$ cat config.mk
export PLATFORM = sky130hd
export DESIGN_NAME = onehot_decoder_seq
export DESIGN_NICKNAME = d
export VERILOG_FILES = /design/src/rtl/onehot_decoder_seq.sv
export SDC_FILE = /design/constraint.sdc
export NUM_CORES = 1
export LEC_CHECK = 0
export BUFFER_PORTS_ARGS = -buffer_cell sky130_fd_sc_hd__clkbuf_2
export CORE_MARGIN = 2
export CORE_UTILIZATION = 40
export CTS_CLUSTER_DIAMETER = 150
export CTS_CLUSTER_SIZE = 25
export DETAILED_ROUTE_END_ITERATION = 8
export PLACE_DENSITY = 0.67
export SETUP_SLACK_MARGIN = 0.2
export SLEW_MARGIN = 15
export SYNTH_ARGS = -nofsm -noshare
export SYNTH_HDL_FRONTEND = slang
export SYNTH_SLANG_ARGS = --single-unit
$ cat constraint.sdc
create_clock -name clk -period 3.4 [get_ports clk]
set_input_delay 0.34 -clock clk [delete_from_list [all_inputs] [get_ports clk]]
set_output_delay 0.34 -clock clk [all_outputs]
set_load 0.1 [all_outputs]
$ cat src/rtl/onehot_decoder_seq.sv
// onehot_decoder_seq: sequenced 3-to-8 one-hot decoder.
// Incoming 3-bit codes queue in a small FIFO. Each code is replayed as a
// one-hot word on y for HOLD enabled cycles. Back-to-back words have no gap
// when another code is already queued at the last hold cycle.
module onehot_decoder_seq #(
   parameter int DEPTH = 4,   // code FIFO depth, power of 2, >= 2
   parameter int HOLD  = 3    // enabled cycles per word, 1..255
) (
   input  logic       clk,
   input  logic       rst,
   input  logic [2:0] in,
   input  logic       in_valid,
   output logic       in_ready,
   input  logic       enable,
   output logic [7:0] y,
   output logic       y_valid,
   output logic       busy
);

   localparam int         AW       = $clog2(DEPTH);
   localparam logic [AW:0] FULL_CNT = (AW+1)'(DEPTH);
   localparam logic [7:0] HOLD_M1  = 8'(HOLD - 1);

   localparam logic [0:0] S_IDLE = 1'b0;
   localparam logic [0:0] S_HOLD = 1'b1;

   logic [DEPTH-1:0][2:0] mem;
   logic [AW-1:0]         wr_ptr, rd_ptr;
   logic [AW:0]           count;
   logic [0:0]            state;
   logic [7:0]            cnt;

   logic       full, empty, push, pop;
   logic [2:0] head;

   // in_ready looks only at occupancy, so a full FIFO refuses a push even
   // when the sequencer pops in the same cycle.
   assign full     = (count == FULL_CNT);
   assign empty    = (count == '0);
   assign in_ready = !full;
   assign push     = in_valid && !full;
   assign head     = mem[rd_ptr];
   assign busy     = y_valid || !empty;

   // Pop when idle, or at the last hold cycle; a paused sequencer never pops.
   assign pop = enable && !empty && ((state == S_IDLE) || (cnt == 8'd0));

   // FIFO storage; contents need no reset since count gates every read.
   always_ff @(posedge clk) begin
      if (push) mem[wr_ptr] <= in;
   end

   // FIFO pointers and occupancy; pointers wrap naturally at DEPTH.
   always_ff @(posedge clk or posedge rst) begin
      if (rst) begin
         wr_ptr <= '0;
         rd_ptr <= '0;
         count  <= '0;
      end else begin
         if (push) wr_ptr <= wr_ptr + 1'b1;
         if (pop)  rd_ptr <= rd_ptr + 1'b1;
         case ({push, pop})
            2'b10:   count <= count + 1'b1;
            2'b01:   count <= count - 1'b1;
            default: count <= count;
         endcase
      end
   end

   // Output sequencer: load a word on pop, count it down while enabled,
   // drop to idle when the last cycle passes with nothing queued.
   always_ff @(posedge clk or posedge rst) begin
      if (rst) begin
         state   <= S_IDLE;
         cnt     <= 8'd0;
         y       <= 8'h00;
         y_valid <= 1'b0;
      end else if (pop) begin
         y       <= 8'd1 << head;
         y_valid <= 1'b1;
         cnt     <= HOLD_M1;
         state   <= S_HOLD;
      end else if ((state == S_HOLD) && enable) begin
         if (cnt != 8'd0) begin
            cnt <= cnt - 8'd1;
         end else begin
            y       <= 8'h00;
            y_valid <= 1'b0;
            state   <= S_IDLE;
         end
      end
   end

endmodule

==> impl_metrics.env <==
export IMPL_status="finished, final reports clean"
export IMPL_cts_root_buf="clkbuf_8"
export IMPL_setup_slack_ps=465
export IMPL_timing_rr_end="count[2]"
export IMPL_period_needed_ps=2930
export IMPL_grt_antenna_before_repair=0
export IMPL_grt_pass1_wl_um=5440
export IMPL_cts_hold_buffers=0
export IMPL_hold_ws_ps=227
export IMPL_peakVddDrop_mv=0.437
export IMPL_worst_ep_required_time_ps=3600
export IMPL_syn_inst=135
export IMPL_layout_common_cells="24 x dfrtp_1, 17 x clkbuf_2, 13 x inv_1"
export IMPL_place_ws_ps=518
export IMPL_area_growth_pct=11.9
export IMPL_r2r_slack_ps=470
export IMPL_grt_pass1_vias=1158
export IMPL_layout_commonest_cell="dfrtp_1"
export IMPL_die_w_um=69.4
export IMPL_drc=0
export IMPL_grt_total_usage_pct=14.8
export IMPL_reg2reg_from="cnt[2]"
export IMPL_grt_max_degree=25
export IMPL_cts_clk_slew_worst_paths_ps=70
export IMPL_synthArstFlopShare_pct=66.7
export IMPL_io_pins=18
export IMPL_synth_fp_nets=150
export IMPL_rsz0062_at_grt="false"
export IMPL_place_congestion=0.973
export IMPL_num_rows=23
export IMPL_synth_edff_count=12
export IMPL_setup_viol=0
export IMPL_wl_per_cell_um=15.4
export IMPL_tightest_slew_ps=900
export IMPL_synth_seq_cells=36
export IMPL_cts_resized=0
export IMPL_cp_start_kind="register"
export IMPL_critical_path_class="register to register"
export IMPL_cts_made_buffers=5
export IMPL_relSlewSlack_pct=39.9
export IMPL_final_setup_tns_ps=0
export IMPL_finalClockSkew_ps=5.59
export IMPL_drt_iter0_markers=102
export IMPL_drv_slew=0
export IMPL_fin_util_pct=47.1
export IMPL_die_y_um=69.4
export IMPL_fmax_ghz=0.341
export IMPL_endpoint_kind="register"
export IMPL_hold_violations=0
export IMPL_portBuffers=17
export IMPL_nNetsFinal=170
export IMPL_synth_area_um2=1710
export IMPL_cts_sinks=36
export IMPL_via_count=1161
export IMPL_cellPowerDensity_nw_per_um2=822
export IMPL_cts_buffer_depth=2
export IMPL_cts_tree="done"
export IMPL_htree_levels=2
export IMPL_clock_latency_ps=280
export IMPL_core_um2=4060
export IMPL_power_leakage_nw=0.808
export IMPL_n_antenna_cell=0
export IMPL_finalWirelength_um=3160
export IMPL_r2r_cells=9
export IMPL_synth_ff_type="dfrtp_1"
export IMPL_critPathMaxFanout=9
export IMPL_post_dp_hpwl_um=2330
export IMPL_postPlaceCellArea_um2=1830
export IMPL_cp_data_arrival_time_ps=3140
export IMPL_final_cell_area_um2=1910
export IMPL_overflow=0
export IMPL_ant_nets=0
export IMPL_synthDistinctLibCells=38
export IMPL_start_util_pct=42.1
export IMPL_yosysSeqAreaShare_pct=56.2
export IMPL_cts_setup_buffers=0
export IMPL_first_pass_iters=5
export IMPL_hp_class="input port to asynchronous set/reset pin"
export IMPL_startpoint="cnt[2]"
export IMPL_ys_warn_count=0
export IMPL_die_area_um2=4810
export IMPL_layout_drive_gt1_share_pct=20.5
export IMPL_vias_per_cell=5.64
export IMPL_finalCritPeriodShare_pct=86.3
export IMPL_syn_avg_cell_area_um2=12.7
export IMPL_cap_violations=0
[worst max-delay path, cell delays in order, from the launching register on]
cell     delay, ps
dfrtp_1        460
or4_1          670
o21a_1         390
nor2_2         240
ha_1           220
inv_1           60
fa_1           380
xor2_1         160
nor2_1         120
xor2_1         170
[routing by layer]
metal | share of wire [%] | track usage [%] | vias to the layer above
met5 | 0 | 0 | -
met4 | 1.7 | 6.32 | 0
met3 | 6.3 | 5.96 | 7
met2 | 48 | 22.9 | 43
met1 | 44 | 18.3 | 575
li1 | - | - | 536
[per-stage QoR]
step	instances	total power [mW]
after floorplan	135	1.17
after CTS	206	1.59
after detailed placement	198	1.30
after global routing	206	1.68
final	206	1.57
after global placement	198	1.28
[worst max-delay path by stage]
stage | end | slack, ps
global placement | count[2] | 630
floorplan | count[2] | 480
global route | count[2] | 280
detailed placement | count[2] | 520
finish | count[2] | 470
CTS | count[2] | 450
[synthesized netlist by cell type (4+ instances only)]
| master | count | share of area (%) |
|---|---|---|
| ha_1 | 7 | 5.1 |
| edfxtp_1 | 12 | 21 |
| o2bb2ai_1 | 5 | 2.6 |
| nand2_1 | 8 | 1.8 |
| o21ai_0 | 5 | 1.5 |
| nor2_1 | 4 | 0.88 |
| a22o_1 | 5 | 2.6 |
| and3_1 | 4 | 1.5 |
| dfrtp_1 | 24 | 35 |
| a32o_1 | 4 | 2.3 |
| inv_1 | 13 | 2.9 |
| nand3_1 | 6 | 1.8 |
[area by class of cell]
| type | instances | area [µm²] |
|---|---|---|
| timing repair buffer | 17 | 85.1 |
| tap | 50 | 62.6 |
| fill | 356 | 2140 |
| multi-input combinational | 82 | 676 |
| sequential | 36 | 961 |
| inverter | 13 | 48.8 |
| clock buffer | 6 | 72.6 |
| clock inverter | 2 | 7.51 |
[power by group]
part / internal [mW] / switching (mW)
registers: 0.570 / 0.105
logic: 0.189 / 0.431
clock network: 0.139 / 0.138
[cells by family after synthesis]
| group | Yosys count | synth area share, % |
|---|---|---|
| buffers and inverters | 17 | 4.25 |
| xor gates and xnor gates | 6 | 3.08 |
| AOI/OAI and AO/OA | 30 | 14.2 |
| muxes | 5 | 5.20 |
| and+or+nand+nor | 33 | 10.8 |
| adders and majority gates | 8 | 6.30 |
| DFF | 36 | 56.2 |
[flip-flops by register name, indices dropped and copies added, names as in the netlist]
register,cells
cnt,8
count,3
mem,12
rd_ptr,2
state,1
wr_ptr,2
y,8
No activity file was read; power rests on OpenSTA's default activity.
